===== src/rtl/mem_burst_reader.sv =====
// mem_burst_reader: streams a burst of consecutive simple_mem reads onto a valid/ready output.
// Reads are only issued when the FIFO has room for every word still in flight, so stalls never drop data.
module mem_burst_reader #(
  parameter int RD_LATENCY = 1,
  parameter int ADDR_W = 8,
  parameter int DATA_W = 18
) (
  input  logic              clk,
  input  logic              rst_n,
  input  logic              start,
  input  logic [ADDR_W-1:0] base_addr,
  input  logic [ADDR_W:0]   length,
  output logic [ADDR_W-1:0] address,
  input  logic [DATA_W-1:0] mem_data,
  output logic [DATA_W-1:0] out_data,
  output logic              out_valid,
  input  logic              out_ready,
  output logic              out_last,
  output logic              busy,
  output logic              done
);
  localparam int DEPTH = RD_LATENCY + 2;
  localparam int PW = $clog2(DEPTH);
  typedef enum logic [1:0] {IDLE, RUN, DRAIN, FIN} state_t;
  state_t state, state_nx;
  logic [ADDR_W-1:0] next_addr;
  logic [ADDR_W:0] issue_rem;
  logic [RD_LATENCY:0] pv, pl;
  logic [DATA_W-1:0] fifo_d [DEPTH];
  logic [DEPTH-1:0] fifo_l;
  logic [PW-1:0] wp, rp;
  logic [7:0] count, inflight;
  logic push, pop, issue, last_issue;

  function automatic logic [PW-1:0] nxt(input logic [PW-1:0] p);
    return p == PW'(DEPTH - 1) ? '0 : p + 1'b1;
  endfunction

  always_comb begin
    inflight = '0;
    for (int i = 0; i <= RD_LATENCY; i++) inflight = inflight + 8'(pv[i]);
  end

  assign out_valid = count != '0;
  assign out_data = out_valid ? fifo_d[rp] : '0;
  assign out_last = out_valid && fifo_l[rp];
  assign pop = out_valid && out_ready;
  assign push = pv[RD_LATENCY];
  // Words in the FIFO plus reads still in the memory pipe must fit after this cycle's pop
  assign issue = state == RUN && issue_rem != '0 && count + inflight < 8'(DEPTH) + 8'(pop);
  assign last_issue = issue && issue_rem == {{ADDR_W{1'b0}}, 1'b1};

  always_ff @(posedge clk) state <= !rst_n ? IDLE : state_nx;

  always_comb begin
    state_nx = state;
    busy = state != IDLE;
    done = state == FIN;
    unique case (state)
      IDLE:    if (start) state_nx = length == '0 ? FIN : RUN;
      RUN:     if (last_issue) state_nx = DRAIN;
      DRAIN:   if (pop && out_last) state_nx = FIN;
      default: state_nx = IDLE;
    endcase
  end

  always_ff @(posedge clk) begin
    if (!rst_n) begin
      address <= '0;
      next_addr <= '0;
      issue_rem <= '0;
      pv <= '0;
      pl <= '0;
      wp <= '0;
      rp <= '0;
      count <= '0;
    end else begin
      if (state == IDLE && start) begin
        next_addr <= base_addr;
        issue_rem <= length;
      end
      if (issue) begin
        address <= next_addr;
        next_addr <= next_addr + 1'b1;
        issue_rem <= issue_rem - 1'b1;
      end
      pv[0] <= issue;
      pl[0] <= last_issue;
      for (int i = 1; i <= RD_LATENCY; i++) begin
        pv[i] <= pv[i-1];
        pl[i] <= pl[i-1];
      end
      if (push) wp <= nxt(wp);
      if (pop) rp <= nxt(rp);
      count <= count + 8'(push) - 8'(pop);
    end
  end

  always_ff @(posedge clk) begin
    if (push) begin
      fifo_d[wp] <= mem_data;
      fifo_l[wp] <= pl[RD_LATENCY];
    end
  end
endmodule


===== config.mk =====
export PLATFORM = sky130hd
export DESIGN_NAME = mem_burst_reader
export DESIGN_NICKNAME = d
export VERILOG_FILES = /design/src/rtl/mem_burst_reader.sv
export SDC_FILE = /design/constraint.sdc
export NUM_CORES = 1
export LEC_CHECK = 0
export CAP_MARGIN = 20
export CORE_ASPECT_RATIO = 2
export CORE_MARGIN = 2
export CORE_UTILIZATION = 52
export CTS_CLUSTER_DIAMETER = 60
export DETAILED_ROUTE_END_ITERATION = 10
export HOLD_SLACK_MARGIN = 0.03
export MAX_ROUTING_LAYER = met4
export PLACE_DENSITY = 0.77
export SYNTH_ARGS = -nofsm -noshare
export SYNTH_HDL_FRONTEND = slang
export SYNTH_SLANG_ARGS = --single-unit

===== constraint.sdc =====
create_clock -name clk -period 6.2 [get_ports clk]
set_clock_uncertainty 0.2 [all_clocks]
set_input_delay 1.55 -clock clk [delete_from_list [all_inputs] [get_ports clk]]
set_output_delay 1.55 -clock clk [all_outputs]
set_load 0.05 [all_outputs]

==> impl_results.md <==
* Peak VDD IR at between 200 and 250 uV
* Syn Inst Count at 448
* Placed Instances at between 600 and 700
* Hold Path Depth at 0
* Top cell type's share of synthesized area at ~36%
* Largest family of logic cells by synthesized area: simple AND/OR/NAND/NOR gates
* Die area at ~0.01 sq mm
* Initial antenna violation count at 0
* Hold buffer count at cts at 0
* Critical path required time at 4.45 ns
* Share of cells above drive strength 1 at ~6%
* Sum Neg Setup Slack at 0 ns
* Final hold slack at around 0.25 ns
* DR vias at 3519
* Core Box Area at roughly 0.0090 sq mm
* Reg2reg path depth at 11
* Total Routing Usage GR at approximately a fifth
* Critical path fanouts, max at 18
* Mux cell area share after synthesis at roughly 4.4%
* Lkg Pwr at approximately 2.1 nW
* Site Rows at 49
* IO buf count at between 60 and 70
* Final Max Tran Viols at 0
* Largest cells by area after synthesis: edfxtp_1 36%, dfxtp_1 19%, ha_1 7.1%
* Post-synthesis xor/xnor area fraction at around 1.7%
* Slew @ Worst Pin at roughly 1.1 ns
* CTS resizes at 0
* Area growth from synthesis to layout at 22.2%
* GP Congestion at around 0.86
* Die width at about 72 um
* Total grt overflow at 0
* Sequential area share after synthesis at between 50% and 60%
* # DRC at 0
* Hpwl dp at 6970 um
* Asr flop ratio synth at 0%
* CTS Sinks at roughly 100
* Final setup violation count at 0
* Clock insertion delay at the later pin of the skew report at about 0.34 ns
* Number of synthesized flops with an enable pin at 57
* Period Utilization, post-route at 71.3%
* Max-Cap Viols at 0
* Area leader, netlist: edfxtp_1
* Ports at 69
* Power Total at ~2.4 mW
* Final ANT Viol Nets at 0
* N_diodes at 0
* First-pass GRT wire length at between 15000 and 20000 um
* Dpl cell area at around 0.0055 sq mm
* Vias in the first global route at 3553
* Avg Cell Area, Syn at ~11 sq um
* Met1 usage at between 20% and 30%
* Synth warn at 0
* WHS Endpoint: fifo_l[2]$_DFFE_PP_
* FF-to-FF setup slack at about 2.6 ns
* Adder-Cell Fraction of Synth Area at about 7.9%
* DRT Wirelength at between 9000 and 10000 um
* TritonCTS clock tree: done
* Complex-gate fraction of the synthesized area at 12.2%
* Crit Reg-Reg Endpoint: next_addr[6]$_SDFFE_PN0P_
* Simple-Gate Fraction of Synth Area at 14.8%
* Synth cell types at 51
* DRT Pass-1 Iters at 4
* Die Y-Extent at about 140 um
* Starting Density at approximately 53%
* RSZ-0062 raised after global routing: false
* Fmax at about 0.23 GHz
* CP Launch Type: flip-flop
* CP endpoint kind: output port
* Run status: complete, no violations
* WL/cell at approximately 16 um
* Worst Path Class, Setup: reg -> out
* FF-to-FF Start: pv[1]$_SDFF_PN0_
* Met2 usage at a little under two fifths
* Pin count of the biggest net entering global routing at between 40 and 50
* Syn Nets at between 500 and 600
* Final min period at approximately 4.4 ns
* Grt met3 use at 3.98%
* Yosys reg bits at between 100 and 150
* Synthesized area at roughly 0.0048 sq mm
* CTS Buffer Depth at 2
* Vias per std cell at 5.69
* Slew margin rel. at approximately 28%
* Power per cell area at just over 400 mW/mm^2
* Hold Crit Start: pl[1]$_SDFF_PN0_
* Final Hold Viols at 0
* Post-CTS Repair Setup Buffers at 0
* 1st-iter DRT viols at 214
* Final nets at around 580
* Critical Path AT at about 2.7 ns
* CTS buffer count at 9
* Clock root buffer: clkbuf_16
* Clock-pin slew on the worst setup and hold paths at about 0.070 ns
* HP Class: reg -> reg
* Busiest grt layer: met2
* Fin area at about 0.0058 sq mm
* Predominant post-synthesis flop cell: edfxtp_1
* Post-Layout Cell Count at slightly above 600
* H-Tree Depth at 3
## layer usage
metal  wire length (um)  vias up
met5                  0        -
met4                291        0
met3                416       24
met2               5230       99
met1               3670     1667
li1                   -     1729
## per-stage QoR
stage	setup slack (ns)	util (%)
final	1.78	65.2
after floorplan	2.34	-
after CTS	1.64	65.0
after global routing	1.54	65.2
after global placement	1.60	61.8
after detailed placement	1.54	61.8
## cells in the mapped netlist (2+ instances only)
master / n
o41ai_1: 2
xnor2_1: 7
nand2_1: 34
nor2_1: 57
nor4_1: 6
clkbuf_1: 15
edfxtp_1: 57
and3_1: 4
buf_2: 5
o21a_1: 2
nor3b_1: 2
nor3_1: 9
o31a_1: 3
dfxtp_1: 45
a211oi_1: 2
or4_1: 2
nand3_1: 11
xor2_1: 2
mux2i_1: 21
inv_1: 29
or3_1: 6
o2111ai_1: 3
nor2b_1: 3
nand2b_1: 3
or2_2: 2
a21oi_1: 39
nand4b_1: 2
o211ai_1: 9
o311a_1: 4
o21ai_0: 7
a31oi_1: 6
fa_1: 2
ha_1: 27
and2_1: 3
## registers in the layout, summed over array words and instances (netlist names), named ones only
name       flops
state          2
count          8
address        8
next_addr      8
rp             2
wp             2
pv             2
issue_rem      9
fifo_l         3
pl             2
fifo_d        54
## cells in the final DEF (no fill, tap or decap), types with 3 or more instances in the layout
cell,count
xnor2_1,7
o211ai_1,9
ha_1,27
nor2b_1,3
mux2i_1,21
o2111ai_1,3
nor2_1,55
o311a_1,4
and2_1,3
o31a_1,3
nand3_1,11
buf_4,5
nand2b_1,3
edfxtp_1,57
nor3_1,8
a31oi_1,6
a21oi_1,39
nor4_1,6
o21ai_0,7
dfxtp_1,45
nand2_1,34
and3_1,4
clkbuf_16,9
inv_1,29
or3_1,6
clkdlybuf4s50_1,68
## worst max path at each step
stage               slack, ns                        end  startpoint  cells after the start
floorplan                2.34  next_addr[6]$_SDFFE_PN0P_   out_ready                     10
global placement         1.60  next_addr[6]$_SDFFE_PN0P_   out_ready                     10
detailed placement       1.54  next_addr[6]$_SDFFE_PN0P_   out_ready                     10
CTS                      1.64                out_data[6]   flip-flop                      5
global route             1.54                out_data[0]   flip-flop                      5
finish                   1.78                out_data[6]   flip-flop                      5
## area by class of cell
type,count,area (sq um)
Fill cell,728,3120
Sequential cell,102,2610
Multi-Input combinational cell,295,1970
Timing Repair Buffer,74,733
Clock buffer,10,229
Tap cell,102,128
Inverter,29,109
Clock inverter,6,55.1
## where the power goes
part	leakage, nW	internal [mW]	switching [mW]	total [mW]
sequential	0.887	0.780	0.0842	0.864
clock	0.134	0.281	0.255	0.535
combinational	1.13	0.378	0.586	0.965
## kinds of logic (layout without fill, tap and decap cells)
kind of cell / after synthesis / after routing
adder cells (fa/ha/maj): 29 / 29
XOR/XNOR: 9 / 9
AND/OR/NAND/NOR: 148 / 148
AO/OA/AOI/OAI: 88 / 88
flip-flops: 102 / 102
multiplexers: 21 / 21
buffers and inverters: 51 / 119
## worst max-delay path: stages, from the launching register on
cell,delay [ns]
dfxtp_1,1.03
mux2i_1,0.19
nor2_1,0.16
a21oi_1,0.06
nor2_1,0.09
clkdlybuf4s50_1,0.80
No activity file was read; power rests on OpenSTA's default activity.
